<file path="config.mk">
export PLATFORM = sky130hd
export DESIGN_NAME = mem_slave_ctrl_flat
export DESIGN_NICKNAME = d
export VERILOG_FILES = /design/src/rtl/mem_pkg.sv /design/src/rtl/mem_slave_ctrl_if.sv /design/src/rtl/sat_counter.sv /design/src/rtl/mem_slave_ctrl.sv /design/src/flat_wrapper.sv
export SDC_FILE = /design/constraint.sdc
export NUM_CORES = 1
export LEC_CHECK = 0
export ABC_AREA = 1
export BUFFER_PORTS_ARGS = -buffer_cell sky130_fd_sc_hd__buf_2
export CAP_MARGIN = 20
export CELL_PAD_IN_SITES_DETAIL_PLACEMENT = 1
export CELL_PAD_IN_SITES_GLOBAL_PLACEMENT = 1
export CORE_UTILIZATION = 44
export CTS_BUF_LIST = sky130_fd_sc_hd__clkbuf_4
export DETAILED_ROUTE_END_ITERATION = 16
export GPL_TIMING_DRIVEN = 1
export HOLD_SLACK_MARGIN = 0.03
export PLACE_DENSITY = 0.85
export SYNTH_ARGS = -nofsm -noshare
export SYNTH_HDL_FRONTEND = slang
export SYNTH_SLANG_ARGS = --single-unit
</file>
<file path="constraint.sdc">
create_clock -name clk -period 1.7 [get_ports clk]
set_input_delay 0.17 -clock clk [delete_from_list [all_inputs] [get_ports clk]]
set_output_delay 0.17 -clock clk [all_outputs]
set_load 0.05 [all_outputs]
</file>
<file path="src/rtl/mem_pkg.sv">
// Shared types and helpers for the memory-mapped slave controller.
package mem_pkg;

  localparam int unsigned AddrWDefault = 6;
  localparam int unsigned DataWDefault = 8;

  typedef enum logic [1:0] {
    StIdle  = 2'd0,
    StWrite = 2'd1,
    StRead  = 2'd2
  } phase_e;

  function automatic logic in_prot(int unsigned addr, int unsigned lo, int unsigned hi);
    return (addr >= lo) && (addr <= hi);
  endfunction

endpackage

</file>
<file path="src/rtl/mem_slave_ctrl_if.sv">
// Command/response bundle between the stimulus generator and mem_slave_ctrl.
interface mem_slave_ctrl_if
  import mem_pkg::*;
#(
  parameter int unsigned ADDR_W = AddrWDefault,
  parameter int unsigned DATA_W = DataWDefault,
  parameter int unsigned CNT_W  = 16
);

  logic              en;
  logic              wr;
  logic [ADDR_W-1:0] addr;
  logic [DATA_W-1:0] wdata;
  logic [DATA_W-1:0] rdata;
  logic              rvalid;
  logic              wr_err;
  logic              dir_chg;
  logic [CNT_W-1:0]  wr_cnt;
  logic [CNT_W-1:0]  rd_cnt;
  logic [1:0]        state_o;

  modport master (
    output en, wr, addr, wdata,
    input  rdata, rvalid, wr_err, dir_chg, wr_cnt, rd_cnt, state_o
  );

  modport slave (
    input  en, wr, addr, wdata,
    output rdata, rvalid, wr_err, dir_chg, wr_cnt, rd_cnt, state_o
  );

endinterface

</file>
<file path="src/rtl/sat_counter.sv">
// Up-counter that sticks at all-ones instead of wrapping; async active-low clear.
module sat_counter #(
  parameter int unsigned Width = 16
) (
  input  logic             clk_i,
  input  logic             rst_ni,
  input  logic             inc_i,
  output logic [Width-1:0] cnt_o
);

  logic [Width-1:0] cnt_q, cnt_d;

  always_comb begin
    cnt_d = cnt_q;
    if (inc_i && (cnt_q != '1)) begin
      cnt_d = cnt_q + Width'(1);
    end
  end

  always_ff @(posedge clk_i or negedge rst_ni) begin
    if (!rst_ni) begin
      cnt_q <= '0;
    end else begin
      cnt_q <= cnt_d;
    end
  end

  assign cnt_o = cnt_q;

endmodule

</file>
<file path="src/rtl/mem_slave_ctrl.sv">
// Register-array slave: 1-cycle read latency, write-protected window,
// saturating access counters and a read/write phase tracker.
module mem_slave_ctrl
  import mem_pkg::*;
#(
  parameter int unsigned ADDR_W  = AddrWDefault,
  parameter int unsigned DATA_W  = DataWDefault,
  parameter int unsigned CNT_W   = 16,
  parameter int unsigned PROT_LO = 48,
  parameter int unsigned PROT_HI = 63
) (
  input logic             clk,
  input logic             rst_n,
  mem_slave_ctrl_if.slave bus
);

  localparam int unsigned Depth = 2 ** ADDR_W;

  logic [DATA_W-1:0] mem_q [Depth];
  logic [DATA_W-1:0] mem_d [Depth];
  logic [DATA_W-1:0] rdata_q, rdata_d;
  logic              rvalid_q, rvalid_d;
  logic              wr_err_q, wr_err_d;
  logic              dir_chg_q, dir_chg_d;
  phase_e            state_q, state_d;

  logic wr_cmd, rd_cmd, prot_hit, wr_acc;

  assign wr_cmd   = bus.en & bus.wr;
  assign rd_cmd   = bus.en & ~bus.wr;
  assign prot_hit = in_prot(32'(bus.addr), PROT_LO, PROT_HI);
  assign wr_acc   = wr_cmd & ~prot_hit;

  always_comb begin
    mem_d = mem_q;
    if (wr_acc) begin
      mem_d[bus.addr] = bus.wdata;
    end
  end

  // Read and write are exclusive per cycle, so reading mem_q needs no bypass.
  always_comb begin
    rdata_d  = rdata_q;
    rvalid_d = rd_cmd;
    wr_err_d = wr_cmd & prot_hit;
    if (rd_cmd) begin
      rdata_d = mem_q[bus.addr];
    end
  end

  // Rejected writes still count as a write phase.
  always_comb begin
    state_d   = state_q;
    dir_chg_d = 1'b0;
    if (!bus.en) begin
      state_d = StIdle;
    end else begin
      case (state_q)
        StIdle:  state_d = bus.wr ? StWrite : StRead;
        StWrite: begin
          if (!bus.wr) begin
            state_d   = StRead;
            dir_chg_d = 1'b1;
          end
        end
        StRead:  begin
          if (bus.wr) begin
            state_d   = StWrite;
            dir_chg_d = 1'b1;
          end
        end
        default: state_d = StIdle;
      endcase
    end
  end

  always_ff @(posedge clk or negedge rst_n) begin
    if (!rst_n) begin
      for (int i = 0; i < Depth; i++) begin
        mem_q[i] <= '0;
      end
      rdata_q   <= '0;
      rvalid_q  <= 1'b0;
      wr_err_q  <= 1'b0;
      dir_chg_q <= 1'b0;
      state_q   <= StIdle;
    end else begin
      mem_q     <= mem_d;
      rdata_q   <= rdata_d;
      rvalid_q  <= rvalid_d;
      wr_err_q  <= wr_err_d;
      dir_chg_q <= dir_chg_d;
      state_q   <= state_d;
    end
  end

  sat_counter #(
    .Width(CNT_W)
  ) u_wr_cnt (
    .clk_i (clk),
    .rst_ni(rst_n),
    .inc_i (wr_acc),
    .cnt_o (bus.wr_cnt)
  );

  sat_counter #(
    .Width(CNT_W)
  ) u_rd_cnt (
    .clk_i (clk),
    .rst_ni(rst_n),
    .inc_i (rd_cmd),
    .cnt_o (bus.rd_cnt)
  );

  assign bus.rdata   = rdata_q;
  assign bus.rvalid  = rvalid_q;
  assign bus.wr_err  = wr_err_q;
  assign bus.dir_chg = dir_chg_q;
  assign bus.state_o = state_q;

endmodule
</file>
<file path="src/flat_wrapper.sv">
// flat-port wrapper written by rule: the top's interface ports become plain ports
module mem_slave_ctrl_flat import mem_pkg::*;
#(
  parameter int unsigned ADDR_W  = AddrWDefault,
  parameter int unsigned DATA_W  = DataWDefault,
  parameter int unsigned CNT_W   = 16,
  parameter int unsigned PROT_LO = 48,
  parameter int unsigned PROT_HI = 63
)
  (clk, rst_n, bus_en, bus_wr, bus_addr, bus_wdata, bus_rdata, bus_rvalid, bus_wr_err, bus_dir_chg, bus_wr_cnt, bus_rd_cnt, bus_state_o);
  mem_slave_ctrl_if #(.ADDR_W(ADDR_W), .DATA_W(DATA_W), .CNT_W(CNT_W)) bus_i ();
  input logic clk;
  input logic rst_n;
  input wire logic [$bits(bus_i.en)-1:0] bus_en;
  input wire logic [$bits(bus_i.wr)-1:0] bus_wr;
  input wire logic [$bits(bus_i.addr)-1:0] bus_addr;
  input wire logic [$bits(bus_i.wdata)-1:0] bus_wdata;
  output wire logic [$bits(bus_i.rdata)-1:0] bus_rdata;
  output wire logic [$bits(bus_i.rvalid)-1:0] bus_rvalid;
  output wire logic [$bits(bus_i.wr_err)-1:0] bus_wr_err;
  output wire logic [$bits(bus_i.dir_chg)-1:0] bus_dir_chg;
  output wire logic [$bits(bus_i.wr_cnt)-1:0] bus_wr_cnt;
  output wire logic [$bits(bus_i.rd_cnt)-1:0] bus_rd_cnt;
  output wire logic [$bits(bus_i.state_o)-1:0] bus_state_o;
  assign bus_i.en = bus_en;
  assign bus_i.wr = bus_wr;
  assign bus_i.addr = bus_addr;
  assign bus_i.wdata = bus_wdata;
  assign bus_rdata = bus_i.rdata;
  assign bus_rvalid = bus_i.rvalid;
  assign bus_wr_err = bus_i.wr_err;
  assign bus_dir_chg = bus_i.dir_chg;
  assign bus_wr_cnt = bus_i.wr_cnt;
  assign bus_rd_cnt = bus_i.rd_cnt;
  assign bus_state_o = bus_i.state_o;
  mem_slave_ctrl #(.ADDR_W(ADDR_W), .DATA_W(DATA_W), .CNT_W(CNT_W), .PROT_LO(PROT_LO), .PROT_HI(PROT_HI)) u_core (.clk(clk), .rst_n(rst_n), .bus(bus_i));
endmodule
</file>
==> impl_metrics.toml <==
[global_routing]
antenna_found_initial = 4
grt_pass1_vias = 25800
grt_pass1_wl_um = 145000
grt_max_degree = 84
grtUsageTotal = 0.327
overflow = 0

[synthesis]
synth_top_area_share = 0.553
async_reset_ff_frac = 1.00
ys_ff_latch = 557
synth_cell_types = 28
synthFlopType = "dfrtp_1"
yosys_warnings = 0
avgSynthCellArea_um2 = 7.82
yosysMostFrequentCell = "nand2_1"
syn_area_mm2 = 0.0252
synth_edf_count = 0
syn-num-nets = 3244
yosysSeqAreaShare = 0.553
syn_inst = 3224
synth_area_leaders = "dfrtp_1, nand2_1, o21ai_0"
synthTopCellsByCount = "nand2_1, dfrtp_1, o21ai_0"
yosysTopAreaCell = "dfrtp_1"

[clock_network]
insertion_delay_ns = 1.07
cts-htree-levels = 4
cts_tree = "built"
clk_pin_slew_ns = 0.10
clock_sinks = 557
root_buffer = "clkbuf_4"
cts_buffer_depth = 3
cts_buffers = 156

[timing]
post-route-min-period_ns = 1.88
slew_headroom = 0.663
final.period_utilization = 1.11
slew_viol_final = 0
grt_setup_unrepaired = "true"
finalWorstSetupSlack_ns = -0.181
tightest_slew_ns = 0.504
whs_ns = -0.000488
clock.fmax_mhz = 532
finalHoldViolations = 1
setup_viol = 53
finalClockSkew_ns = 0.118

[worst_setup_path]
crit_slowest_cell = "dfrtp_1"
crit_type = "reg -> reg"
cp_data_required_time_ns = 2.60
cp_max_fo = 6
cp.arrival_ns = 2.78
r2r_slack_ns = -0.18
cp-start-kind = "flop"
worstSetupStartpoint = "u_core.u_wr_cnt.cnt_o[8]"
crit_chain = "buf_4, nand2_1, nor2_2, nand3_2, nand2_4, buf_4, nor2_1, xor2_1"
r2r_start = "u_core.u_wr_cnt.cnt_o[8]"
max_stage_delay_ns = 0.42
end_kind = "flop"
timing.critical_path.mode_cell = "buf_4"

[routing]
num_vias = 23800
postRouteAntennaNets = 0
drc_errors = 0
drtIter0Drc = 2002
dr.pass1.iters = 6
wl_per_cell_um = 22.1
vias_per_cell = 5.54
routed_wirelength_um = 95000

[placement]
post-place-ws_ns = -0.456
place_congestion = 0.861
place_hpwl_um = 53900
portBuffers = 62

[layout]
area_growth_pct = 22.6
fin_nets = 3453
drive_gt1_frac = 0.193

[status]
violations = "negative hold slack, negative setup slack"
status = "finished, violations left"

[power]
internal_power_mw = 22.1
sw_frac_of_total = 0.318
p_per_area_mw_per_mm2 = 1050
power_frac_clock = 0.388
p_sw_mw = 10.3
p_leak_nw = 15.6
seqPwrFrac = 0.455
power_frac_comb = 0.158
vdd_drop_max_uv = 905

[min_path]
hold_path.startpoint = "bus_en"
min_path_type = "in -> reg"

[floorplan]
ios = 63
fp.dieH_um = 241
std_cell_rows = 87
fp.dieW_um = 241
core_mm2 = 0.0565
die_area_mm2 = 0.0583
initial_core_util = 0.446

[run]
cap_violations = 0
[routing by layer]
layer / wire [um] / global-route usage / share of wire
met1: 36900 / 0.391 / 0.39
met2: 45900 / 0.543 / 0.48
met3: 6810 / 0.0712 / 0.072
met4: 5410 / 0.193 / 0.057
met5: 0 / 0 / 0
[registers in the layout (all words and copies together) (netlist names)]
signal and count:
u_core.u_wr_cnt.cnt_o 16, u_core.bus.wr_err 1, u_core.bus.state_o 2, u_core.u_rd_cnt.cnt_o 16, u_core.mem_q 512, u_core.bus.dir_chg 1, u_core.bus.rvalid 1, u_core.bus.rdata 8
[what timing repair did]
| action | CTS | global route |
|---|---|---|
| setup buffers | 33 | 17 |
| endpoints found under the hold margin | 966 | 0 |
| endpoints found under the setup margin | 56 | 414 |
| pin swaps | 0 | 16 |
| hold buffers | 22 | 0 |
| resized for setup | 103 | 92 |
[kinds of logic (layout without fill, tap and decap cells)]
family,Yosys count,after routing,share of synthesized area
compound gates,481,481,0.0972
xor+xnor,30,30,0.0104
fa+ha+maj,2,2,0.000992
buf+inv,648,962,0.0991
flops,557,557,0.553
other cells,0,7,0
simple gates,1506,1506,0.239
[path summary, 6_finish.rpt]
path | to | cells after the start
max in group asynchronous | u_core.mem_q[171] | 6
worst max-delay path | u_core.u_wr_cnt.cnt_o[3] | 8
worst max register to register | u_core.u_wr_cnt.cnt_o[3] | 8
min in group asynchronous | u_core.mem_q[342] | 4
worst min-delay path | u_core.bus.rvalid | 4
worst min register to register | u_core.mem_q[63] | 0
[power groups by stage]
stage                     Clock [mW]  Combinational [mW]  Sequential [mW]
after global placement             0                3.79             14.8
after detailed placement           0                4.02             14.9
after floorplan                    0                1.75             15.3
final                           12.5                5.10             14.7
after CTS                       12.5                4.59             14.6
after global routing            13.4                5.49             14.7
[final cells by class]
class / instances / area, um^2
clock inverter: 43 / 250
fill: 6689 / 25600
tap: 756 / 946
inverter: 349 / 1320
multi-input combinational: 2019 / 9110
timing repair buffer: 350 / 3650
antenna: 7 / 17.5
clock buffer: 220 / 1650
sequential: 557 / 14000
[cell usage in the layout (no fill, tap or decap), types with 21 or more instances in the layout]
| cell type | n |
|---|---|
| nand2_1 | 1090 |
| dfrtp_1 | 536 |
| o21ai_0 | 410 |
| inv_1 | 334 |
| clkbuf_4 | 220 |
| buf_4 | 196 |
| nor2_1 | 178 |
| nand3_1 | 155 |
| buf_12 | 63 |
| buf_6 | 55 |
| o21ai_1 | 52 |
| clkinv_1 | 31 |
| dfrtp_2 | 21 |
[stage by stage]
step                 util  cell area [um^2]  cells  total power [mW]   TNS [ns]
finish              0.547             30900   4301              32.3      -3.68
global route        0.547             30900   4299              33.6      -6.66
CTS                 0.540             30500   4279              31.7     -15.14
detailed placement  0.492             27800   3961              18.9     -53.29
global placement    0.492             27800   3961              18.6     -36.11
floorplan               -             25300   3224              17.1  -0.000511
[worst max-delay path: cells and delay by family (launching register included)]
family        cells  cell delay (ns)
xor+xnor          1             0.31
buf+inv           2             0.34
flops             1             0.42
simple gates      5             0.64
(Power assumes the default switching activity.)
